File: config.mk
export PLATFORM = sky130hd
export DESIGN_NAME = remote_comm
export DESIGN_NICKNAME = d
export VERILOG_FILES = /design/src/rtl/remote_comm_pkg.sv /design/src/rtl/remote_comm_uart.sv /design/src/rtl/remote_comm.sv
export SDC_FILE = /design/constraint.sdc
export NUM_CORES = 1
export LEC_CHECK = 0
export ABC_AREA = 1
export ABC_CLOCK_PERIOD_IN_PS = 1700
export CAP_MARGIN = 25
export CORE_MARGIN = 3
export CORE_UTILIZATION = 44
export DETAILED_ROUTE_END_ITERATION = 12
export GPL_ROUTABILITY_DRIVEN = 0
export HOLD_SLACK_MARGIN = 0.08
export PLACE_DENSITY = 0.66
export SLEW_MARGIN = 20
export SYNTH_ARGS = -nofsm -noshare
export SYNTH_HDL_FRONTEND = slang
export SYNTH_SLANG_ARGS = --single-unit
File: constraint.sdc
create_clock -name clk -period 1.7 [get_ports clk]
set_input_delay 0.34 -clock clk [delete_from_list [all_inputs] [get_ports clk]]
set_output_delay 0.34 -clock clk [all_outputs]
set_load 0.005 [all_outputs]
File: src/rtl/remote_comm_pkg.sv
// Shared constants for the remote command link: FSM state codes, ack byte, opcodes.
// No logic; latency and backpressure are defined by the modules that import this.
// States are plain constants so older tools and logic analysers see fixed codes.
package remote_comm_pkg;

  typedef logic [2:0] state_t;

  localparam state_t IDLE      = 3'd0;
  localparam state_t TX_CMD    = 3'd1;
  localparam state_t TX_DHI    = 3'd2;
  localparam state_t TX_DLO    = 3'd3;
  localparam state_t WAIT_RESP = 3'd4;

  localparam logic [7:0] POS_ACK   = 8'hA5;

  localparam logic [7:0] SET_PTCH  = 8'h02;
  localparam logic [7:0] SET_ROLL  = 8'h03;
  localparam logic [7:0] SET_YAW   = 8'h04;
  localparam logic [7:0] SET_THRST = 8'h05;
  localparam logic [7:0] CALIBRATE = 8'h06;
  localparam logic [7:0] EMER_LAND = 8'h07;
  localparam logic [7:0] MTRS_OFF  = 8'h08;

endpackage

File: src/rtl/remote_comm_uart.sv
// 8N1 UART transmitter and receiver sharing one BAUD_DIV clocks-per-bit setting.
// Latency: tx_done 10*BAUD_DIV cycles after trmt; rx_rdy at stop-bit centre.
// No backpressure: trmt while sending restarts the frame; rx_rdy stays set until clr_rx_rdy.
module remote_comm_uart #(
  parameter int BAUD_DIV = 2604
) (
  input  logic       clk,
  input  logic       rst_n,
  input  logic       trmt,
  input  logic [7:0] tx_data,
  output logic       tx_done,
  output logic       TX,
  input  logic       RX,
  input  logic       clr_rx_rdy,
  output logic       rx_rdy,
  output logic [7:0] rx_data
);

  localparam int CW = (BAUD_DIV > 1) ? $clog2(BAUD_DIV) : 1;

  logic [8:0]    tx_shft;
  logic [3:0]    tx_bits;
  logic [CW-1:0] tx_cnt;
  logic          tx_busy;

  // tx_shft[0] drives the line; ones shift in so the stop bit and idle are high
  always_ff @(posedge clk or negedge rst_n) begin
    if (!rst_n) begin
      tx_shft <= '1;
      tx_bits <= '0;
      tx_cnt  <= '0;
      tx_busy <= 1'b0;
      tx_done <= 1'b0;
    end else begin
      tx_done <= 1'b0;
      if (trmt) begin
        tx_shft <= {tx_data, 1'b0};
        tx_bits <= '0;
        tx_cnt  <= '0;
        tx_busy <= 1'b1;
      end else if (tx_busy) begin
        if (tx_cnt == CW'(BAUD_DIV - 1)) begin
          tx_cnt <= '0;
          if (tx_bits == 4'd9) begin
            tx_busy <= 1'b0;
            tx_done <= 1'b1;
          end else begin
            tx_bits <= tx_bits + 4'd1;
            tx_shft <= {1'b1, tx_shft[8:1]};
          end
        end else begin
          tx_cnt <= tx_cnt + CW'(1);
        end
      end
    end
  end

  assign TX = tx_shft[0];

  logic [1:0]    rx_sync;
  logic          rx_in;
  logic          rx_busy;
  logic [3:0]    rx_bits;
  logic [CW-1:0] rx_cnt;
  logic [7:0]    rx_shft;

  assign rx_in = rx_sync[1];

  // Counter starts half-way so every sample lands mid-bit; bit 0 is the start bit
  always_ff @(posedge clk or negedge rst_n) begin
    if (!rst_n) begin
      rx_sync <= 2'b11;
      rx_busy <= 1'b0;
      rx_bits <= '0;
      rx_cnt  <= '0;
      rx_shft <= '0;
      rx_rdy  <= 1'b0;
      rx_data <= '0;
    end else begin
      rx_sync <= {rx_sync[0], RX};
      if (clr_rx_rdy) rx_rdy <= 1'b0;
      if (!rx_busy) begin
        if (!rx_in) begin
          rx_busy <= 1'b1;
          rx_bits <= '0;
          rx_cnt  <= CW'(BAUD_DIV / 2);
        end
      end else if (rx_cnt == CW'(BAUD_DIV - 1)) begin
        rx_cnt <= '0;
        if (rx_bits == 4'd0 && rx_in) begin
          rx_busy <= 1'b0;
        end else if (rx_bits == 4'd9) begin
          rx_busy <= 1'b0;
          rx_rdy  <= 1'b1;
          rx_data <= rx_shft;
        end else begin
          rx_bits <= rx_bits + 4'd1;
          if (rx_bits != 4'd0) rx_shft <= {rx_in, rx_shft[7:1]};
        end
      end else begin
        rx_cnt <= rx_cnt + CW'(1);
      end
    end
  end

endmodule

File: src/rtl/remote_comm.sv
// Sends {cmd, data_hi, data_lo} as three UART frames, then waits for a one-byte reply (RESP_TMO_EN adds a timeout).
// Latency: ~30*BAUD_DIV cycles to cmd_cmplt; resp_rdy one cycle after the reply byte lands.
// snd_cmd is dropped while busy; stray received bytes outside WAIT_RESP are discarded.
module remote_comm
  import remote_comm_pkg::*;
#(
  parameter int BAUD_DIV   = 2604,
  parameter int TMO_CYCLES = 2**20
) (
  input  logic        clk,
  input  logic        rst_n,
  input  logic        snd_cmd,
  input  logic [7:0]  cmd,
  input  logic [15:0] data,
  output logic        TX,
  input  logic        RX,
  output logic        cmd_cmplt,
  output logic        resp_rdy,
  output logic [7:0]  resp,
  output logic        resp_tmo,
  output logic        busy
);

  state_t      state;
  logic [23:0] shadow;
  logic        trmt;
  logic [7:0]  tx_byte;
  logic        tx_done;
  logic        rx_rdy;
  logic        clr_rx_rdy;
  logic [7:0]  rx_data;

  remote_comm_uart #(.BAUD_DIV(BAUD_DIV)) uart (
    .clk        (clk),
    .rst_n      (rst_n),
    .trmt       (trmt),
    .tx_data    (tx_byte),
    .tx_done    (tx_done),
    .TX         (TX),
    .RX         (RX),
    .clr_rx_rdy (clr_rx_rdy),
    .rx_rdy     (rx_rdy),
    .rx_data    (rx_data)
  );

  // Every received byte is consumed immediately: taken as resp in WAIT_RESP, dropped elsewhere
  assign clr_rx_rdy = rx_rdy;
  assign busy       = (state != IDLE);

  always_comb begin
    case (state)
      TX_DHI:  tx_byte = shadow[15:8];
      TX_DLO:  tx_byte = shadow[7:0];
      default: tx_byte = shadow[23:16];
    endcase
  end

`ifdef RESP_TMO_EN
  localparam int TMO_W = $clog2(TMO_CYCLES + 1);

  logic [TMO_W-1:0] tmo_cnt;
  logic             tmo_expired;
  logic             resp_tmo_q;

  assign tmo_expired = (state == WAIT_RESP) && (tmo_cnt == TMO_W'(TMO_CYCLES - 1));

  // Held at zero outside WAIT_RESP, so it is already clear on entry
  always_ff @(posedge clk or negedge rst_n) begin
    if (!rst_n) begin
      tmo_cnt    <= '0;
      resp_tmo_q <= 1'b0;
    end else begin
      resp_tmo_q <= tmo_expired && !rx_rdy;
      if (state != WAIT_RESP) tmo_cnt <= '0;
      else                    tmo_cnt <= tmo_cnt + TMO_W'(1);
    end
  end

  assign resp_tmo = resp_tmo_q;
`else
  logic unused_tmo;
  assign unused_tmo = ^TMO_CYCLES;
  assign resp_tmo   = 1'b0;
`endif

  always_ff @(posedge clk or negedge rst_n) begin
    if (!rst_n) begin
      state     <= IDLE;
      shadow    <= '0;
      trmt      <= 1'b0;
      cmd_cmplt <= 1'b0;
      resp_rdy  <= 1'b0;
      resp      <= 8'h00;
    end else begin
      trmt      <= 1'b0;
      cmd_cmplt <= 1'b0;
      resp_rdy  <= 1'b0;
      case (state)
        IDLE: if (snd_cmd) begin
          shadow <= {cmd, data};
          trmt   <= 1'b1;
          state  <= TX_CMD;
        end
        TX_CMD: if (tx_done) begin
          trmt  <= 1'b1;
          state <= TX_DHI;
        end
        TX_DHI: if (tx_done) begin
          trmt  <= 1'b1;
          state <= TX_DLO;
        end
        TX_DLO: if (tx_done) begin
          cmd_cmplt <= 1'b1;
          state     <= WAIT_RESP;
        end
        WAIT_RESP: begin
          // A reply arriving on the expiry cycle still wins
          if (rx_rdy) begin
            resp     <= rx_data;
            resp_rdy <= 1'b1;
            state    <= IDLE;
          end
`ifdef RESP_TMO_EN
          else if (tmo_expired) begin
            resp  <= 8'h00;
            state <= IDLE;
          end
`endif
        end
        default: state <= IDLE;
      endcase
    end
  end

endmodule

==> results of run 1 <==
report_power, final:
part           internal, W  switching [W]  leakage [nW]
clock              0.00130       0.000902         0.156
sequential         0.00241    0.000000969          1.32
combinational    0.0000670      0.0000618          1.46
total              0.00377       0.000965          2.93
logic make-up after synthesis:
logic type,count (synthesis),share of synthesized area [%]
AO/OA/AOI/OAI,29,3.25
XOR/XNOR,6,1.06
adder cells (fa/ha/maj),7,1.77
buffers and inverters,63,6.03
flip-flops,101,51.2
multiplexers,24,5.52
other,1,0.0756
AND/OR/NAND/NOR,338,31.1
cell type report:
cell class	instances	area (um2)	area share, %
Tap cell	140	175	2.94
Inverter	50	193	3.24
Sequential cell	101	2540	42.7
Multi-Input combinational cell	406	2150	36.2
Clock inverter	7	98.8	1.66
Timing Repair Buffer	56	566	9.50
Clock buffer	9	225	3.78
registers in the layout, indices dropped and copies added (netlist names), 2 cells and up:
name / flops
uart.rx_cnt: 12
uart.tx_bits: 4
shadow: 24
uart.tx_shft: 9
state: 3
uart.rx_data: 8
resp: 8
uart.tx_cnt: 12
uart.rx_bits: 4
uart.rx_sync: 2
uart.rx_shft: 8
per-layer routing:
layer  GRT usage, %  up-vias  wire length (um)
li1               -     1951                 -
met1           22.3     1813              4610
met2           29.6       43              5210
met3           4.85        4               278
met4           3.13        0                63
met5              0        -                 0
timing repair:
action / in CTS / in global routing
setup endpoints to repair: 2 / 18
hold buffers: 1 / 0
resized for setup: 3 / 6
gates cloned: 0 / 1
pin swaps: 1 / 0
hold endpoints to repair: 90 / 0
setup buffers: 3 / 0
cells in the mapped netlist, drive strengths merged:
| cell type | instances | area share (%) |
|---|---|---|
| or2 | 3 | 0.38 |
| xnor2 | 1 | 0.18 |
| ha | 7 | 1.8 |
| nor3 | 12 | 1.9 |
| nand3 | 45 | 5.6 |
| mux2 | 24 | 5.5 |
| o21ai | 15 | 1.6 |
| dfstp | 11 | 5.8 |
| a21oi | 7 | 0.71 |
| clkinv | 1 | 0.076 |
| buf | 12 | 2.1 |
| nand3b | 1 | 0.15 |
| nand2 | 192 | 15 |
| a31oi | 2 | 0.25 |
| o31ai | 1 | 0.15 |
| xor2 | 5 | 0.88 |
| conb | 1 | 0.076 |
| o211ai | 2 | 0.30 |
| o22ai | 2 | 0.25 |
| nor2 | 65 | 5.6 |
| clkbuf | 1 | 0.076 |
| dfrtp | 90 | 45 |
| nor4 | 1 | 0.13 |
| inv | 49 | 3.8 |
| nand4 | 19 | 2.4 |
placed cells by master, fill, tap and decap left out, types with 9 or more instances in the layout:
cell	instances
nand3_1	39
mux2_2	23
dfstp_2	11
inv_1	42
clkdlybuf4s50_1	36
clkbuf_16	9
nand2_1	182
o21ai_0	14
nand4_1	19
nor2_1	58
dfrtp_1	90
buf_4	13
nand2_2	9
worst max-delay path by stage:
stage / end / startpoint / slack (ns)
2_1_floorplan: uart.tx_bits[0] / uart.tx_cnt[0] / 0.28
3_3_place_gp: shadow[1] / snd_cmd / 0.01
3_5_place_dp: shadow[1] / snd_cmd / -0.03
4_1_cts: uart.tx_bits[3] / uart.tx_cnt[0] / 0.09
5_1_grt: uart.tx_shft[4] / uart.tx_cnt[0] / 0.001
6_report: uart.tx_shft[2] / state[1] / 0.12
critical path: cells and delay by family, from the launching register on:
family | cells | cell delay [ns]
simple gates | 7 | 0.80
flops | 1 | 0.39
buf+inv | 2 | 0.31
stage by stage:
stage               setup slack [ns]  TNS [ns]
floorplan                      0.282         0
global placement              0.0123         0
detailed placement           -0.0315    -0.298
CTS                           0.0878         0
global route                0.000969         0
finish                         0.117         0
==> out/qor.yml, run 1 <==
clock_tree:
  htree_levels: 3
  cts.sinks: 101
  numCtsBuffers: 9
  cts_buffer_depth: 2
  clk_pin_slew_ns: 0.07
  clockRootBuffer: "clkbuf_16"
  cts_tree: "yes"
  insertion_delay_ns: 0.34
pwr:
  leakage_nw: 2.93
  ir_drop_uv: 583
  pwr_density_cell_nw_per_um2: 796
  power.total_w: 0.00474
worst_setup_path:
  reg2reg_slack_ns: 0.12
  arrival_ns: 1.86
  end_kind: "flop"
  worstPathMaxFanout: 14
  crit_top_cell: "nand2_1"
  slowest_delay_ns: 0.39
  ff2ff_path_depth: 9
  path_class: "reg -> reg"
  worstPathRequired_ns: 1.97
  path_cells: "buf_4, buf_4, nand2_1, nand2_1, nand2_1, nor2_1, nor2_1, nand3_1, nand2_1"
  start_kind: "flop"
  rr_startpoint: "state[1]"
  slowest_stage: "dfrtp_1"
  worstReg2RegEnd: "uart.tx_shft[2]"
synthesis:
  postSynthCellCount: 569
  yosysSeqAreaShare_pct: 51.2
  synth_nets: 604
  synth.avg_cell_area_um2: 8.72
  syn_area_um2: 4960
  ys_ff_latch: 101
  yosys_warnings: 0
  synth_cell_type_count: 40
sta:
  finalHoldWorstSlack_ns: 0.358
  slew_viol_final: 0
  rsz0062_at_grt: "no"
  max_freq_mhz: 632
  setup_viol: 0
  fin_skew_ns: 0.00588
  fin_crit_ns: 1.58
  hold_violations: 0
  fin_crit_sh_pct: 93.1
job:
  maxCapViolCount: 0
layout:
  design_area_um2: 5950
  fin_util_pct: 54.4
  final_cell_count_no_fill: 769
  drive_gt1_share_pct: 17.0
  syn2layout_area_growth_pct: 20.0
  num_antenna_cells: 0
  fillerInstances: 993
  layout.nets: 659
floorplanning:
  dieArea_um2: 12600
  num_io_pins: 41
  die_w_um: 112
  core_region_area_um2: 10900
  num_rows: 38
  initial_core_util_pct: 45.4
  die_h_um: 112
placement:
  dpl_cell_area_um2: 5560
  placed_cells_incl_taps: 748
  io_buffers: 39
  place_hpwl_mm: 7.18
worst_hold_path:
  hp-start: "uart.rx_sync[0]"
  holdPathEnd: "uart.rx_sync[1]"
  min_path_type: "reg -> reg"
  min_path_cells: 0
routing:
  dr.pass1.iters: 4
  wl_per_cell_um: 13.2
  dr_total_vias: 3811
  drtIter0Drc: 244
  drcViolationCount: 0
  post_drt_via_cell_ratio: 4.96
  wl_mm: 10.2
  ant_nets: 0
grt:
  grt_usage_pct: 17.3
  antenna_found_initial: 0
  grt_pass1_wl_mm: 17.9
  grt-ovfl-total: 0
  grt_pass1_vias: 3791
  grt_max_degree: 58
status:
  status: "completed"
No activity file was read; power rests on OpenSTA's default activity.
==> run 2, diff against run 1 <==
HOLD_SLACK_MARGIN = not set   (was 0.08)
==> results of run 2 <==
No change in the layout: final DEF, timing and power equal those of run 1.
==> run 3, diff against run 2 <==
CORE_MARGIN = 4   (was 3)
CORE_UTILIZATION = 58   (was 44)
PLACE_DENSITY = 0.83   (was 0.66)
==> run 3 against run 2 <==
Against the previous run: non-clock buffer count rose by 2; die area down 20%; clock skew increased by 0.012 ns; worst hold slack got worse by 0.0012 ns; critical path type is now reg -> out; largest power group unchanged.
==> out/qor.yml, run 3 (same netlist as run 1, synthesis figures left out) <==
sta:
  setup_viol: 0
  fin_skew_ns: 0.0178
  fin_crit_ns: 1.63
  slew_viol_final: 0
  hold_violations: 0
  fin_crit_sh_pct: 95.6
  worst_slack_ns: 0.0740
  max_freq_mhz: 615
placement:
  placed_cells_incl_taps: 713
  place_ws_ns: -0.0596
  place_hpwl_mm: 7.53
  io_buffers: 39
layout:
  top_regs: "shadow (24), uart.rx_cnt (12), uart.tx_cnt (12)"
  multiInputGateArea_um2: 2140
  fillerInstances: 604
  layout.nets: 660
  largest_reg_flops: 24
  largest_register: "shadow"
  final_cell_count_no_fill: 735
  regArea_um2: 2540
  layout_commonest_cell: "nand2_1"
  drive_gt1_share_pct: 17.0
  syn2layout_area_growth_pct: 16.3
  final_cell_mix: "nand2_1, dfrtp_1, nor2_1"
  num_antenna_cells: 0
worst_setup_path:
  path_delay_family: "buffers and inverters"
  slowest_delay_ns: 0.51
  worstPathMaxFanout: 2
  path_class: "reg -> out"
  path_cells: "clkdlybuf4s50_1"
  arrival_ns: 1.29
  crit_buf_inv: 1
  worstPathRequired_ns: 1.36
  slowest_stage: "clkdlybuf4s50_1"
  reg2reg_slack_ns: 0.09
  start_kind: "flop"
  end_kind: "output port"
routing:
  drcViolationCount: 0
  dr.pass1.iters: 4
  post_drt_via_cell_ratio: 5.32
  wl_mm: 10.5
  dr_total_vias: 3913
  drtIter0Drc: 174
  ant_nets: 0
  wl_per_cell_um: 14.2
floorplanning:
  dieArea_um2: 10100
  initial_core_util_pct: 60.1
  num_io_pins: 41
  die_w_um: 100
  die_h_um: 100
  num_rows: 33
  core_region_area_um2: 8260
clock_tree:
  clk_pin_slew_ns: 0.12
  cts_tree: "yes"
  clockRootBuffer: "clkbuf_8"
  cts.sinks: 101
  numCtsBuffers: 9
  insertion_delay_ns: 0.38
  cts_buffer_depth: 2
  htree_levels: 3
grt:
  grt_max_degree: 38
  grt-ovfl-total: 0
  grt_pass1_vias: 3904
  grt_pass1_wl_mm: 17.9
  grt_usage_pct: 22.2
  antenna_found_initial: 0
job:
  maxCapViolCount: 0
pwr:
  pwr_density_cell_nw_per_um2: 706
  leakage_nw: 2.89
  ir_drop_uv: 422
status:
  status: "completed"
worst_hold_path:
  min_path_type: "in -> reg"
run 3: area by class of cell:
cell class,instances,area share [%]
Sequential cell,101,44.1
Multi-Input combinational cell,405,37.1
Timing Repair Buffer,58,9.63
Inverter,50,3.34
Tap cell,105,2.28
Clock buffer,9,2.15
Clock inverter,7,1.45
run 3: layer usage:
metal / wire length, um / global-route usage, % / share of wire, %
met1: 4370 / 27.5 / 42
met2: 5520 / 38.8 / 53
met3: 399 / 4.98 / 3.8
met4: 166 / 6.94 / 1.6
met5: 0 / 0 / 0
run 3: timing repair:
action	4_1_cts	5_1_grt
resized for setup	5	3
endpoints found under the setup margin	3	17
setup buffers	3	2
cloned	0	0
hold buffers	1	0
hold endpoints to repair	22	0
run 3: final timing paths:
check	from	to	depth (start not counted)
max	resp[0]	resp[0]	1
min	RX	uart.rx_sync[0]	1
max reg2reg	uart.tx_cnt[0]	uart.tx_shft[2]	8
min reg2reg	uart.rx_sync[0]	uart.rx_sync[1]	0
max in group asynchronous	rst_n	uart.rx_sync[0]	3
min in group asynchronous	rst_n	shadow[18]	2
run 3: report_power, final:
part	internal, W	leakage [nW]	switching (W)
logic	0.0000666	1.46	0.0000629
registers	0.00241	1.32	0.000000897
clock network	0.000596	0.105	0.000940
run 3: stage by stage:
step           utilization, %  instance area (um2)  hold slack [ns]  setup TNS, ns  total power, W
2_1_floorplan               -                 4960           0.0444              0         0.00246
3_3_place_gp             66.5                 5490            0.321              0         0.00258
3_5_place_dp             66.5                 5490            0.327         -0.797         0.00259
4_1_cts                  69.5                 5740            0.349              0         0.00411
5_1_grt                  69.8                 5770            0.341       -0.00126         0.00423
6_report                 69.8                 5770            0.357              0         0.00407
